## config.mk

```make
export PLATFORM = sky130hd
export DESIGN_NAME = rd_burst_arbiter
export DESIGN_NICKNAME = d
export VERILOG_FILES = /design/src/rtl/rd_burst_arbiter.sv
export SDC_FILE = /design/constraint.sdc
export NUM_CORES = 1
export LEC_CHECK = 0
export CORE_ASPECT_RATIO = 1.1
export CORE_MARGIN = 2
export CORE_UTILIZATION = 44
export CTS_CLUSTER_DIAMETER = 120
export DETAILED_ROUTE_END_ITERATION = 8
export PLACE_DENSITY = 0.86
export REMOVE_ABC_BUFFERS = 1
export SYNTH_ARGS = -nofsm -noshare
export SYNTH_HDL_FRONTEND = slang
export SYNTH_SLANG_ARGS = --single-unit
```

## constraint.sdc

```tcl
create_clock -name clk -period 3.2 [get_ports clk]
set_input_delay 0.32 -clock clk [delete_from_list [all_inputs] [get_ports clk]]
set_output_delay 0.32 -clock clk [all_outputs]
set_load 0.02 [all_outputs]
```

## src/rtl/rd_burst_arbiter.sv

```systemverilog
// rd_burst_arbiter: round-robin, whole-burst arbiter sharing one read-only burst
// slave between N requesters. Owns the slave AR/R sequencing, routes R beats to
// the granted requester, and aborts a stalled burst with an error beat.
module rd_burst_arbiter #(
    parameter int unsigned N       = 2,
    parameter int unsigned TIMEOUT = 64,
    parameter int unsigned TW      = 7
) (
    input  logic            clk,
    input  logic            rst,
    input  logic [N-1:0]    m_arvalid,
    input  logic [16*N-1:0] m_arin,
    output logic [N-1:0]    m_arready,
    output logic [N-1:0]    m_rvalid,
    input  logic [N-1:0]    m_rready,
    output logic [N-1:0]    m_rlast,
    output logic [9*N-1:0]  m_rdata,
    output logic            s_arvalid,
    input  logic            s_arready,
    output logic [15:0]     s_arin,
    input  logic            s_rvalid,
    output logic            s_rready,
    input  logic            s_rlast,
    input  logic [8:0]      s_rdata,
    output logic [1:0]      grant,
    output logic            busy
);

    typedef enum logic [1:0] {StIdle, StAddr, StData} state_e;

    state_e         state_q, state_d;
    logic [1:0]     grant_q, grant_d;
    logic [1:0]     rr_q, rr_d;
    logic [15:0]    arin_q, arin_d;
    logic [N-1:0]   arready_q, arready_d;
    logic [4:0]     beat_q, beat_d;
    logic [TW-1:0]  wd_q, wd_d;

    logic           win_found;
    logic [1:0]     win_idx;
    int             cand;
    logic [3:0]     len;
    logic           last_by_len;
    logic           timeout;
    logic           beat_acc;
    logic [1:0]     rr_next;

    assign len         = arin_q[7:4];
    // len+1 beats are reached when the beat being accepted now is number len (0-based)
    assign last_by_len = (beat_q == {1'b0, len});
    assign timeout     = (state_q == StData) && (wd_q == TW'(TIMEOUT));
    assign beat_acc    = s_rvalid & s_rready;
    assign rr_next     = (grant_q == 2'(N - 1)) ? 2'd0 : grant_q + 2'd1;

    // Round-robin scan: descending loop so the lowest offset from rr wins last
    always_comb begin
        win_found = 1'b0;
        win_idx   = '0;
        cand      = 0;
        for (int k = int'(N) - 1; k >= 0; k--) begin
            cand = int'(rr_q) + k;
            if (cand >= int'(N)) begin
                cand = cand - int'(N);
            end
            for (int i = 0; i < int'(N); i++) begin
                if (m_arvalid[i] && (i == cand)) begin
                    win_found = 1'b1;
                    win_idx   = 2'(i);
                end
            end
        end
    end

    // State and datapath registers
    always_ff @(posedge clk or posedge rst) begin
        if (rst) begin
            state_q   <= StIdle;
            grant_q   <= '0;
            rr_q      <= '0;
            arin_q    <= '0;
            arready_q <= '0;
            beat_q    <= '0;
            wd_q      <= '0;
        end else begin
            state_q   <= state_d;
            grant_q   <= grant_d;
            rr_q      <= rr_d;
            arin_q    <= arin_d;
            arready_q <= arready_d;
            beat_q    <= beat_d;
            wd_q      <= wd_d;
        end
    end

    // Next-state and datapath update
    always_comb begin
        state_d   = state_q;
        grant_d   = grant_q;
        rr_d      = rr_q;
        arin_d    = arin_q;
        arready_d = '0;
        beat_d    = beat_q;
        wd_d      = wd_q;
        case (state_q)
            StIdle: begin
                if (win_found) begin
                    state_d = StAddr;
                    grant_d = win_idx;
                    for (int i = 0; i < int'(N); i++) begin
                        if (win_idx == 2'(i)) begin
                            arin_d       = m_arin[16*i +: 16];
                            arready_d[i] = 1'b1;
                        end
                    end
                end
            end
            StAddr: begin
                if (s_arready) begin
                    state_d = StData;
                    beat_d  = '0;
                    wd_d    = '0;
                end
            end
            StData: begin
                if (timeout) begin
                    state_d = StIdle;
                    rr_d    = rr_next;
                end else if (beat_acc) begin
                    beat_d = beat_q + 5'd1;
                    wd_d   = '0;
                    if (s_rlast || last_by_len) begin
                        state_d = StIdle;
                        rr_d    = rr_next;
                    end
                end else begin
                    wd_d = wd_q + 1'b1;
                end
            end
            default: state_d = StIdle;
        endcase
    end

    // R-channel routing to the granted requester; watchdog overrides with an error beat
    always_comb begin
        m_rvalid = '0;
        m_rlast  = '0;
        m_rdata  = '0;
        s_rready = 1'b0;
        if (state_q == StData) begin
            for (int i = 0; i < int'(N); i++) begin
                if (grant_q == 2'(i)) begin
                    if (timeout) begin
                        m_rvalid[i]        = 1'b1;
                        m_rlast[i]         = 1'b1;
                        m_rdata[9*i +: 9]  = 9'h001;
                    end else begin
                        m_rvalid[i]        = s_rvalid;
                        m_rlast[i]         = s_rlast | last_by_len;
                        m_rdata[9*i +: 9]  = s_rdata;
                        s_rready           = m_rready[i];
                    end
                end
            end
        end
    end

    assign s_arvalid = (state_q == StAddr);
    assign busy      = (state_q != StIdle);
    assign grant     = grant_q;
    assign s_arin    = arin_q;
    assign m_arready = arready_q;

endmodule

```

After elaboration in Yosys (flattened, before gate mapping):

Cells that the tools add are included.

* flip-flop bits (word level): 36
* input port bits: 50
* output and inout bits: 45
* word-level logic and storage cells: 103

* $add $sub $neg: 6
* $lt $le $gt $ge: 2
* equal/unequal tests: 14
* muxes and demuxes: 50
* bitwise logic cells: 2
* reduce and logical (&&, ||, !) cells: 22

Operator list (count)
* $eq 2x32->1 const A: 2
* $logic_not 32->1: 2
* $mux 32: 2
* $mux 16: 2
* $mux 2: 15
* $mux 9: 3
* $mux 7: 3
* $mux 1: 18
* $mux 18: 1
* $mux 5: 3
* $pmux 7 s2: 1
* $pmux 5 s2: 1
* $reduce_bool 2->1: 5
* $reduce_and 3->1: 3
* $reduce_and 4->1: 2
* $add 7x1->7 const B: 1
* $eq 7x7->1 const B: 1
* $eq 2x1->1 const B: 3
* $logic_not 2->1: 3
* $ne 2x2->1 const B: 3
* $pmux 2 s3: 1
* $add 5x1->5 const B: 1
* $eq 5x4->1: 1
* $logic_and 1x1->1: 5
* other kinds (14): 14

Longest topological paths before layout:

* word-level depth: 12
* gate-level depth with buffers: 7
* depth with buffers taken out: 7

Least setup slack after synthesis:

Ideal clock, no wire load.

* kind: register to output
* start: reg wd_q[0]
* end: out m_rdata[0]
* data arrival time: 1.787 ns
* required time: 2.880 ns
* path slack: 1.093 ns
* stages on the path, launching flop included: 7
* path buffers: 0
* cells stage by stage: dfrtp_1 inv_1 ha_1 or4b_4 nor2_4 nor2_1 nor3_1

* longest elaborated chain between the ends: 5

RTL lines
* start: declaration: RTL line 37 `logic [TW-1:0] wd_q, wd_d;`
* start signal: assignment: RTL line 91 `wd_q <= wd_d;`
* $eq 7x7->1: RTL line 51 `assign timeout = (state_q == StData) && (wd_q == TW'(TIMEOUT));`
* $logic_and 1x1->1: RTL line 51
* $mux 9: RTL line 152 `if (timeout) begin`
* $mux 9: RTL line 151 `if (grant_q == 2'(i)) begin`
* $mux 18: RTL line 149 `if (state_q == StData) begin`
* end: declaration: RTL line 17 `output logic [9*N-1:0] m_rdata,`

No other way between the ends.

Worst setup path after layout:

* start: reg wd_q[0]
* end: out m_rdata[1]

Same word-level chain as after synthesis.

==> key figures <==
Status
  • Run status: finished, final reports clean

STA
  • Slew headroom: 44.2%
  • Fin crit share: 91.2%
  • Final worst slack: 283 ps
  • Fin. max-slew vios: 0
  • Post-Route Setup TNS: 0 ps
  • Endpoints failing setup: 0
  • RSZ-0062 raised after global routing: no
  • Final Hold Viols: 0
  • Max Fclk: 343 MHz
  • Max Clock Skew: 2.18 ps
  • Least-Margin Pin Slew: 834 ps
  • Final min period: 2920 ps

Power
  • Worst VDD drop: 0.520 mV
  • P_sw: 0.915 mW
  • Combinational group share of total power: 53.4%
  • Seq pwr share: 31.9%
  • Leak pwr: 1.31 nW
  • Pwr/cell area: 757 nW/µm²
  • Sw Share: 40.5%
  • Clock network power share: 14.7%
  • Internal power: 1.35 mW
  • Design Power: 2.26 mW

Layout
  • Area delta synth->final: 55.0%
  • Share of layout cells above drive strength 1: 9.28%
  • Nets: 343
  • Design area: 2990 µm²
  • Non-Filler Instances: 345
  • Antenna Cells: 0

Floorplan
  • Chip Width: 67.1 µm
  • Die H: 73.4 µm
  • Row cnt: 25
  • Starting density of the core: 45.3%
  • Die ar.: 4930 µm²
  • Ports: 95
  • Core area: 4250 µm²

Detailed routing
  • Met1 wire length: 1930 µm
  • Vias: 1833
  • WL final: 4780 µm
  • Drt via density: 5.31
  • DR top layer: met4
  • Routed wl met2: 2250 µm
  • DRT antenna net count: 0
  • DRT iter0 DRCs: 82
  • Met3 routed WL: 524 µm
  • Residual DRC count: 0
  • Initial DRT Pass Iterations: 6
  • Wire per inst: 13.9 µm

Worst setup path
  • Setup crit end kind: output pin
  • Worst-path fanout max: 8
  • Critical Path AT: 2600 ps
  • R2r endpoint: s_arin[0]$_DFFE_PP0P_
  • R2R Path Start: state_q[0]$_DFFE_PP0P_
  • Flop2flop setup slack: 1050 ps
  • Setup crit start: wd_q[0]$_DFFE_PP0P_
  • Startpoint types: flip-flop
  • Critical path class: flip-flop to output pin
  • CP Data Required Time: 2880 ps
  • Worst r2r path cells: 5

Synthesis
  • Sequential area share after synthesis: 44.1%
  • Simple-gate share of the synthesized area: 20.9%
  • Synth top area share: 44.1%
  • Syn_area_per_cell: 9.84 µm²
  • Mapped Cells: 196
  • Synth Area in Adders: 1.95%
  • Synth Area in XOR/XNOR: 4.09%
  • Post-synthesis cell area: 1930 µm²
  • Mux contribution to synthesized area: 4.48%
  • Asr flop ratio synth: 100%
  • Ys flop type: dfrtp_1
  • Synth Area in Compound Gates: 18.2%
  • Largest family of logic cells by synthesized area: simple AND/OR/NAND/NOR gates
  • Most common cell in the netlist: dfrtp_1
  • YS warnings: 0
  • Post-synth EDFFs: 0
  • Distinct cells, synth: 42
  • Largest area contributor in the netlist: dfrtp_1
  • Commonest cells in the netlist: dfrtp_1, and2_1, inv_1, nand2_1, nor2_1
  • Top cells by area, synth: dfrtp_1, a222oi_1, and2_1, mux2i_1, inv_1
  • Synth Register Bits: 34

GRT
  • Initial antenna violation count: 0
  • First-pass GRT wire length: 8070 µm
  • Largest net degree at the start of global routing: 35
  • Vias in the first global route: 1876
  • Total track usage: 21.4%
  • GRT Residual Overflow: 0

Clock network
  • Sink Count: 34
  • Post-CTS Resized: 0
  • # Post-CTS Setup Buffers: 0
  • Clk slew on worst S/H paths: 70 ps
  • Clock root cell: clkbuf_8
  • Latest clock arrival within the worst-skew pair: 290 ps
  • CTS tree: built
  • CTS Buf Count: 5
  • Clock Path Buffers: 2
  • H-tree depth: 2
  • Cts hold-fix bufs: 0

Place
  • IO Port Bufs: 93
  • Place WS: 597 ps
  • DP HPWL: 3720 µm
  • Placed Cells: 337
  • RD Place Congestion: 0.790
  • Post-Place Cell Area: 2890 µm²

Run
  • Maxcap violations: 0

Worst hold path
  • HP Class: input pin to async pin
-- metal layers --
metal | global-route usage [%] | vias to the layer above
li1 | - | 879
met3 | 7.66 | 8
met4 | 7.48 | 0
met5 | 0 | -
met1 | 23.8 | 851
met2 | 37.4 | 95
-- cells in the final DEF (no fill, tap or decap), types with 2 or more instances in the layout --
cell,count
inv_1,16
xor2_1,6
clkbuf_8,6
nor3_1,5
nand2_1,16
ha_1,3
nor2b_1,3
a211oi_1,5
o21ai_2,3
o2111ai_1,2
xnor2_1,3
nor2_1,14
dfrtp_1,34
clkdlybuf4s50_1,93
and2_1,17
mux2i_1,6
a21oi_1,7
o21ai_0,10
nand3_1,6
a222oi_1,11
buf_4,3
-- worst max-delay path, stage by stage, from the launching register on --
cell and delay (ps):
dfrtp_1 380, inv_1 70, ha_1 200, or4b_4 240, nor2_4 60, nor3_1 540, and2_1 220, clkdlybuf4s50_1 600
-- cell type report --
type / instances / area (µm²)
fillers: 338 / 1270
multi-input cells: 137 / 961
repair buffers: 96 / 953
flip-flops and latches: 34 / 851
clock buffers: 6 / 82.6
well taps: 54 / 67.6
inverters: 16 / 60.1
clock inverters: 2 / 12.5
-- registers in the layout, indices dropped and copies added (netlist names) --
signal	cells
s_arin	16
wd_q	7
beat_q	5
m_arready	2
state_q	2
grant	1
rr_q	1
-- power by group through the flow --
| stage | clock [mW] | sequential [mW] | combinational, mW |
|---|---|---|---|
| floorplan | 0 | 0.841 | 0.550 |
| global placement | 0 | 0.718 | 1.19 |
| detailed placement | 0 | 0.722 | 1.21 |
| CTS | 0.337 | 0.721 | 1.21 |
| global route | 0.359 | 0.744 | 1.32 |
| finish | 0.332 | 0.722 | 1.21 |
-- cells by family (layout without fill, tap and decap cells) --
| group | after synthesis | count (layout) |
|---|---|---|
| AOI/OAI and AO/OA | 44 | 44 |
| other | 1 | 1 |
| DFF | 34 | 34 |
| muxes | 8 | 8 |
| and+or+nand+nor | 72 | 72 |
| buffers and inverters | 25 | 120 |
| xor gates and xnor gates | 9 | 9 |
| adders and majority gates | 3 | 3 |
-- per-stage QoR --
| stage | hold slack, ps | utilization, % |
|---|---|---|
| detailed placement | 471 | 68.0 |
| global route | 499 | 70.2 |
| finish | 416 | 70.2 |
| floorplan | 419 | - |
| CTS | 432 | 70.2 |
| global placement | 464 | 68.0 |
-- how the worst max path moves through the flow --
stage,to,slack [ps],depth (start not counted)
3_3_place_gp,m_rdata[2],740,7
3_5_place_dp,m_rdata[1],600,7
5_1_grt,m_rdata[5],120,7
6_report,m_rdata[1],280,7
4_1_cts,m_rdata[1],270,7
2_1_floorplan,m_rdata[0],1090,6
(Power assumes the default switching activity.)
